===== config.mk =====
export PLATFORM = sky130hd
export DESIGN_NAME = nibble_demux_router
export DESIGN_NICKNAME = d
export VERILOG_FILES = /design/src/rtl/nibble_demux_router.sv
export SDC_FILE = /design/constraint.sdc
export NUM_CORES = 1
export LEC_CHECK = 0
export CORE_MARGIN = 3
export CORE_UTILIZATION = 45
export DETAILED_ROUTE_END_ITERATION = 8
export PLACE_DENSITY_LB_ADDON = 0.15
export SYNTH_ARGS = -nofsm -noshare
export SYNTH_HDL_FRONTEND = slang
export SYNTH_SLANG_ARGS = --single-unit

===== constraint.sdc =====
create_clock -name clk -period 1.5 [get_ports clk]
set_input_delay 0.375 -clock clk [delete_from_list [all_inputs] [get_ports clk]]
set_output_delay 0.375 -clock clk [all_outputs]
set_load 0.005 [all_outputs]

===== src/rtl/nibble_demux_router.sv =====
// nibble_demux_router
//   Routes a valid/ready stream of 4-bit words into one of two independent
//   output FIFOs. The per-word select bit picks the FIFO (0 = A, 1 = B). Each
//   FIFO drives its own valid/ready output stream. A word accepted at edge N is
//   visible on the output in cycle N+1. There is no bypass path.
//
// Parameters
//   DEPTH  entries per output FIFO (power of two, >= 2)
//   CNT_W  width of the optional per-output transfer counters
//
// Ports
//   clk       rising-edge clock
//   rst_f     asynchronous active-low reset; empties both FIFOs
//   in_data   word to route
//   in_sel    destination of in_data (0 = A, 1 = B)
//   in_valid  in_data / in_sel are valid
//   in_ready  selected FIFO has room; the word is accepted this cycle
//   a_data    head of FIFO A (4'h0 when empty)
//   a_valid   FIFO A is non-empty
//   a_ready   consumer A takes the head
//   b_data    head of FIFO B (4'h0 when empty)
//   b_valid   FIFO B is non-empty
//   b_ready   consumer B takes the head
//   a_count   saturating count of words accepted into A (DEMUX_CNT_EN only)
//   b_count   saturating count of words accepted into B (DEMUX_CNT_EN only)
//
// Build option
//   DEMUX_CNT_EN  when defined, adds the a_count / b_count ports and counters.

module nibble_demux_router #(
  parameter int DEPTH = 2,
  parameter int CNT_W = 8
) (
  input  logic             clk,
  input  logic             rst_f,
  input  logic [3:0]       in_data,
  input  logic             in_sel,
  input  logic             in_valid,
  output logic             in_ready,
  output logic [3:0]       a_data,
  output logic             a_valid,
  input  logic             a_ready,
  output logic [3:0]       b_data,
  output logic             b_valid,
  input  logic             b_ready
`ifdef DEMUX_CNT_EN
  ,
  output logic [CNT_W-1:0] a_count,
  output logic [CNT_W-1:0] b_count
`endif
);

  localparam int AW = $clog2(DEPTH);
  localparam int PW = AW + 1;

  // Channel 0 is FIFO A, channel 1 is FIFO B.
  logic [1:0]      full;
  logic [1:0]      empty;
  logic [1:0]      push;
  logic [1:0]      pop;
  logic [1:0]      out_ready;
  logic [1:0][3:0] head;

  assign out_ready = {b_ready, a_ready};

  // Only the addressed FIFO can stall the input. A full A never blocks B.
  assign in_ready = in_sel ? ~full[1] : ~full[0];

  assign a_data  = head[0];
  assign b_data  = head[1];
  assign a_valid = ~empty[0];
  assign b_valid = ~empty[1];

`ifdef DEMUX_CNT_EN
  logic [1:0][CNT_W-1:0] count;
  assign a_count = count[0];
  assign b_count = count[1];
`endif

  generate
    for (genvar gi = 0; gi < 2; gi++) begin : g_fifo
      logic [3:0]    mem_reg [DEPTH];
      logic [PW-1:0] wr_ptr_reg;
      logic [PW-1:0] rd_ptr_reg;
      logic          sel_match;

      assign sel_match = (gi == 0) ? ~in_sel : in_sel;
      assign push[gi]  = in_valid & in_ready & sel_match;
      // A ready that arrives while the FIFO is empty is ignored.
      assign pop[gi]   = ~empty[gi] & out_ready[gi];

      // The pointers carry one extra wrap bit. This tells full apart from
      // empty when the addresses are equal.
      assign empty[gi] = (wr_ptr_reg == rd_ptr_reg);
      assign full[gi]  = (wr_ptr_reg[AW-1:0] == rd_ptr_reg[AW-1:0]) &&
                         (wr_ptr_reg[AW] != rd_ptr_reg[AW]);

      assign head[gi] = empty[gi] ? 4'h0 : mem_reg[rd_ptr_reg[AW-1:0]];

      always_ff @(posedge clk or negedge rst_f) begin
        if (!rst_f) begin
          wr_ptr_reg <= '0;
          rd_ptr_reg <= '0;
        end else begin
          if (push[gi]) wr_ptr_reg <= wr_ptr_reg + 1'b1;
          if (pop[gi])  rd_ptr_reg <= rd_ptr_reg + 1'b1;
        end
      end

      // Storage needs no reset. Entries are only visible between the pointers.
      always_ff @(posedge clk) begin
        if (push[gi]) mem_reg[wr_ptr_reg[AW-1:0]] <= in_data;
      end

`ifdef DEMUX_CNT_EN
      logic [CNT_W-1:0] cnt_reg;

      always_ff @(posedge clk or negedge rst_f) begin
        if (!rst_f) begin
          cnt_reg <= '0;
        end else if (push[gi] && (cnt_reg != {CNT_W{1'b1}})) begin
          cnt_reg <= cnt_reg + 1'b1;
        end
      end

      assign count[gi] = cnt_reg;
`endif
    end
  endgenerate

endmodule


* Yosys cells after proc, flatten, opt, wreduce, memory -nomap -nowiden
Memory sizes are Yosys's and may differ from the RTL's.
Cells that the tools add are included.
** Storage, ports and cells
- Register bits after elaboration :: 8
- Output and inout port bits :: 11
- Memories kept :: 2
- Word-level logic and storage cells :: 35
- Memory bits (writable) :: 16
** Memory list
- g_fifo[0].mem_reg :: depth 2, bits a word 4, rd ports 1, clocked after memory_dff 0, write ports 1, RTL line 82 : logic [3:0] mem_reg [DEPTH];
- g_fifo[1].mem_reg :: depth 2, bits a word 4, rd ports 1, clocked after memory_dff 0, write ports 1, RTL line 82
** Operators by class
- Multiplexer cells :: 7
- Reductions and logical operators :: 2
- Add/subtract/negate cells :: 4
- Bitwise logic cells :: 10
- Equal/unequal tests :: 6
** Operators by type and width (count)
- $add A2 B1 Y2 const B :: 4
- $mux W4 :: 2
- $and A1 B1 Y1 :: 5
- $mux W1 :: 5
- $not A1 Y1 :: 5
- $eq A2 B2 Y1 :: 2
- $eq A1 B1 Y1 :: 2
- $logic_and A1 B1 Y1 :: 2
- $ne A1 B1 Y1 :: 2

* Logic depth before layout (Yosys ltp)
- Depth in word-level cells :: 8
- Gate-level depth with buffers :: 4
- Gate-level depth less buffers :: 3

* Least setup slack after synthesis
Ideal clock, no wire load.
- Path kind :: reg-to-reg
- Start :: register g_fifo[1].rd_ptr_reg[1]
- End :: memory g_fifo[1].mem_reg[0][0] (enable)
- Data required time :: 1.139 ns
- Cell stages (with the launch flop) :: 4
- Arrival time :: 1.067 ns
- Clock period less this slack :: 1.429 ns
- Setup time :: 0.361 ns
- Path slack :: 0.071 ns
- Cells stage by stage :: dfrtp_1 xnor2_1 nor2_1 nor3_1
** On the way
- Longest elaborated chain between the ends :: 8
** Ends and longest elaborated chain
- start, declared :: RTL line 84 : logic [PW-1:0] rd_ptr_reg;
- start signal, assigned :: RTL line 106 : if (pop[gi]) rd_ptr_reg <= rd_ptr_reg + 1'b1;
- $ne A1 B1 Y1 :: RTL line 96 : (wr_ptr_reg[AW] != rd_ptr_reg[AW]);
- $logic_and A1 B1 Y1 :: RTL line 95 : assign full[gi] = (wr_ptr_reg[AW-1:0] == rd_ptr_reg[AW-1:0]) &&
- $not A1 Y1 :: RTL line 67 : assign in_ready = in_sel ? ~full[1] : ~full[0];
- $mux W1 :: RTL line 67
- $and A1 B1 Y1 (2 in a row) :: RTL line 88 : assign push[gi] = in_valid & in_ready & sel_match;
- $mux W1 :: RTL line 112 : if (push[gi]) mem_reg[wr_ptr_reg[AW-1:0]] <= in_data;
- $mux W1 (not written as such) :: RTL line 112
- end, declared :: RTL line 82
Every way passes these cells.

* Worst setup path after layout
- Start :: register g_fifo[0].rd_ptr_reg[0]
- End :: output in_ready
** On the way
- Longest elaborated chain between the ends :: 4
** Ends and longest elaborated chain
- start, declared :: RTL line 84
- start signal, assigned :: RTL line 106
- $eq A1 B1 Y1 :: RTL line 95
- $logic_and A1 B1 Y1 :: RTL line 95
- $not A1 Y1 :: RTL line 67
- $mux W1 :: RTL line 67
- end, declared :: RTL line 39 : output logic in_ready,
Every way passes these cells.

==> impl_metrics.tcl <==
set metrics [dict create \
    antenna_cells 0 \
    max_slew.worst_pin.slew_ns 0.4132 \
    fin_crit_ns 1.812 \
    fin_total_pwr_uw 4039 \
    die_y_um 55.89 \
    start_util_pct 49.20 \
    avgViaCountPerCell 5.339 \
    insertion_delay_ns 0.31 \
    pwr_density_cell_nw_per_um2 2375 \
    cts-hold-fix-buffers 0 \
    drt_pass1_iterations 4 \
    die_area_um2 3123 \
    period_share_pct 120.8 \
    io_buffers 20 \
    dp_hpwl_um 1710 \
    path_clk_slew_ns 0.14 \
    yosys-top-cells-area "edfxtp_1 43%, dfrtp_1 18%, mux2i_1 9.8%" \
    via_count 913 \
    grt_overflow 0 \
    drtIter0Drc 15 \
    final_antenna_net_count 0 \
    grt_use_total_pct 17.60 \
    final-setup-viol-count 15 \
    hold_viol 0 \
    ys_seq_elements 24 \
    wirelength_um 2631 \
    cp_slowest_cell "dfrtp_1" \
    syn_avg_cell_area_um2 12.17 \
    synth_top_area_share_pct 42.91 \
    die_x_um 55.89 \
    cts_buffers 3 \
    fmax_ghz 0.5519 \
    core_region_area_um2 2276 \
    end_kind "output pin" \
    cts_buffer_depth 2 \
    status "finished with violations" \
    slowest_delay_ns 0.43 \
    p_leak_uw 0.0007173 \
    grt_pass1_wl_um 4271 \
    worst_ep_arrival_time_ns 1.44 \
    min_path_type "input port to asynchronous set/reset pin" \
    ys.warnings.count 0 \
    grt_max_degree 15 \
    largest_reg_flops 16 \
    required_ns 1.12 \
    drv_slew 0 \
    postSynthNetCount 102 \
    hold_slack_ns 0.3360 \
    drive_gt1_share_pct 48.95 \
    failed_checks "setup timing" \
    route.detailed.drc 0 \
    htreeDepth 1 \
    io_pins 21 \
    synth_cell_type_count 25 \
    slew-limit-headroom_pct 72.37 \
    place_congestion 0.7761 \
    antenna_found_initial 0 \
    crit_path_cell_trace "xor2_2 -> buf_4 -> nor3_2 -> a31oi_1 -> buf_2" \
    finalNetCount 154 \
    rows 17 \
    synth_top_cell_by_area "edfxtp_1" \
    cp-start-kind "flop" \
    cap_violations 0 \
    ys_seq_area_share_pct 60.78 \
    cts_sinks 24 \
    setup_slack_ns -0.3120 \
    cts_tree "built" \
    root_buffer "clkbuf_4" \
    finClkSkew_ns 0.01366 \
    rsz0062_at_grt "yes" \
    crit_fanout 2 \
    avgRoutedWirePerCell_um 15.39 \
    area_delta_synth_final_pct 51.84 \
    synth_area_um2 1120 \
    syn_inst 92 \
    grt_pass1_vias 940 \
    ir_worst_vdd_uv 1545 \
    setup.worst_path.class "flop to output pin" \
]
==> final timing paths <==
path | start | slack, ns | endpoint | depth (start not counted)
worst max-delay path | g_fifo[0].rd_ptr_reg[0] | -0.31 | in_ready | 5
worst min-delay path | rst_f | 0.34 | g_fifo[1].rd_ptr_reg[1] | 1
worst max register to register | g_fifo[0].wr_ptr_reg[1] | -0.02 | g_fifo[0].mem_reg[0][0] | 6
worst min register to register | g_fifo[1].wr_ptr_reg[1] | 0.72 | g_fifo[1].wr_ptr_reg[1] | 3
max in group asynchronous | rst_f | 0.86 | g_fifo[0].wr_ptr_reg[0] | 1
min in group clk | b_ready | 0.69 | g_fifo[1].rd_ptr_reg[1] | 2
==> kinds of logic after synthesis <==
logic type / synth area share, %
compound gates: 7.039
xor+xnor: 6.035
buf+inv: 2.792
flops: 60.78
mux: 11.84
simple gates: 11.51
==> synthesized netlist by cell type (all sizes together) <==
library cell and n:
a211o 1, a21boi 1, a21oi 4, a221o 1, a31oi 2, and2 1
buf 3, clkbuf 1, dfrtp 8, edfxtp 16, inv 3, mux2 2
mux2i 11, nand2 5, nand2b 1, nand3 1, nand3b 1, nor2 14
nor3 5, nor3b 1, o21ai 4, xnor2 3, xor2 3
==> stage by stage <==
stage / setup slack [ns] / cell area (um^2) / std cells / utilization [%] / TNS [ns]
finish: -0.3120 / 1700 / 171 / 74.71 / -3.120
global route: -0.3916 / 1700 / 171 / 74.71 / -4.354
CTS: -0.3081 / 1618 / 168 / 71.08 / -3.019
floorplan: 0.07129 / 1120 / 92 / - / 0
detailed placement: -0.4707 / 1493 / 157 / 65.59 / -8.085
global placement: -0.4572 / 1493 / 157 / 65.59 / -7.578
==> timing repair <==
item | CTS | global route
gates resized for setup | 61 | 15
endpoints found under the setup margin | 15 | 27
hold endpoints to repair | 0 | 0
pin swaps | 13 | 8
buffers inserted | 7 | 6
==> worst max-delay path: cells and delay by family, from the launching register on <==
kind            cells  cell delay, ns
simple gates        1            0.04
buf+inv             2            0.30
flops               1            0.43
compound gates      1            0.13
xor+xnor            1            0.25
==> layer usage <==
metal | share of wire (%) | up-vias | GRT usage [%]
met2 | 53 | 31 | 31.42
li1 | - | 427 | -
met1 | 38 | 445 | 20.27
met5 | 0 | - | 0
met3 | 4.7 | 10 | 3.480
met4 | 3.9 | 0 | 7.797
==> final cells by class <==
cell class / instances / area, um^2
clock buffer: 3 / 22.52
clock inverter: 1 / 30.03
sequential: 24 / 680.7
tap: 28 / 35.03
fill: 154 / 575.6
timing repair buffer: 51 / 407.9
inverter: 3 / 11.26
multi-input combinational: 61 / 513.0
==> cells in the final DEF (no fill, tap or decap), types with 2 or more instances in the layout <==
master / instances
buf_4: 23
edfxtp_1: 16
buf_2: 11
mux2i_1: 10
clkdlybuf4s50_1: 9
dfrtp_1: 8
buf_6: 8
nor2_1: 7
nor2_2: 6
nand2_1: 5
o21ai_0: 4
xor2_2: 3
nor3_2: 3
clkbuf_4: 3
inv_1: 2
xnor2_2: 2
a31oi_1: 2
mux2_2: 2
nor3_1: 2
a21oi_1: 2
==> power by group <==
group	internal (uW)	switching [uW]	leakage [uW]
registers	884	138	0.000243
clock network	270	190	0.0000279
logic	1410	1140	0.000447
total	2570	1470	0.000717
Note: power is estimated with default switching activity, not from simulation.
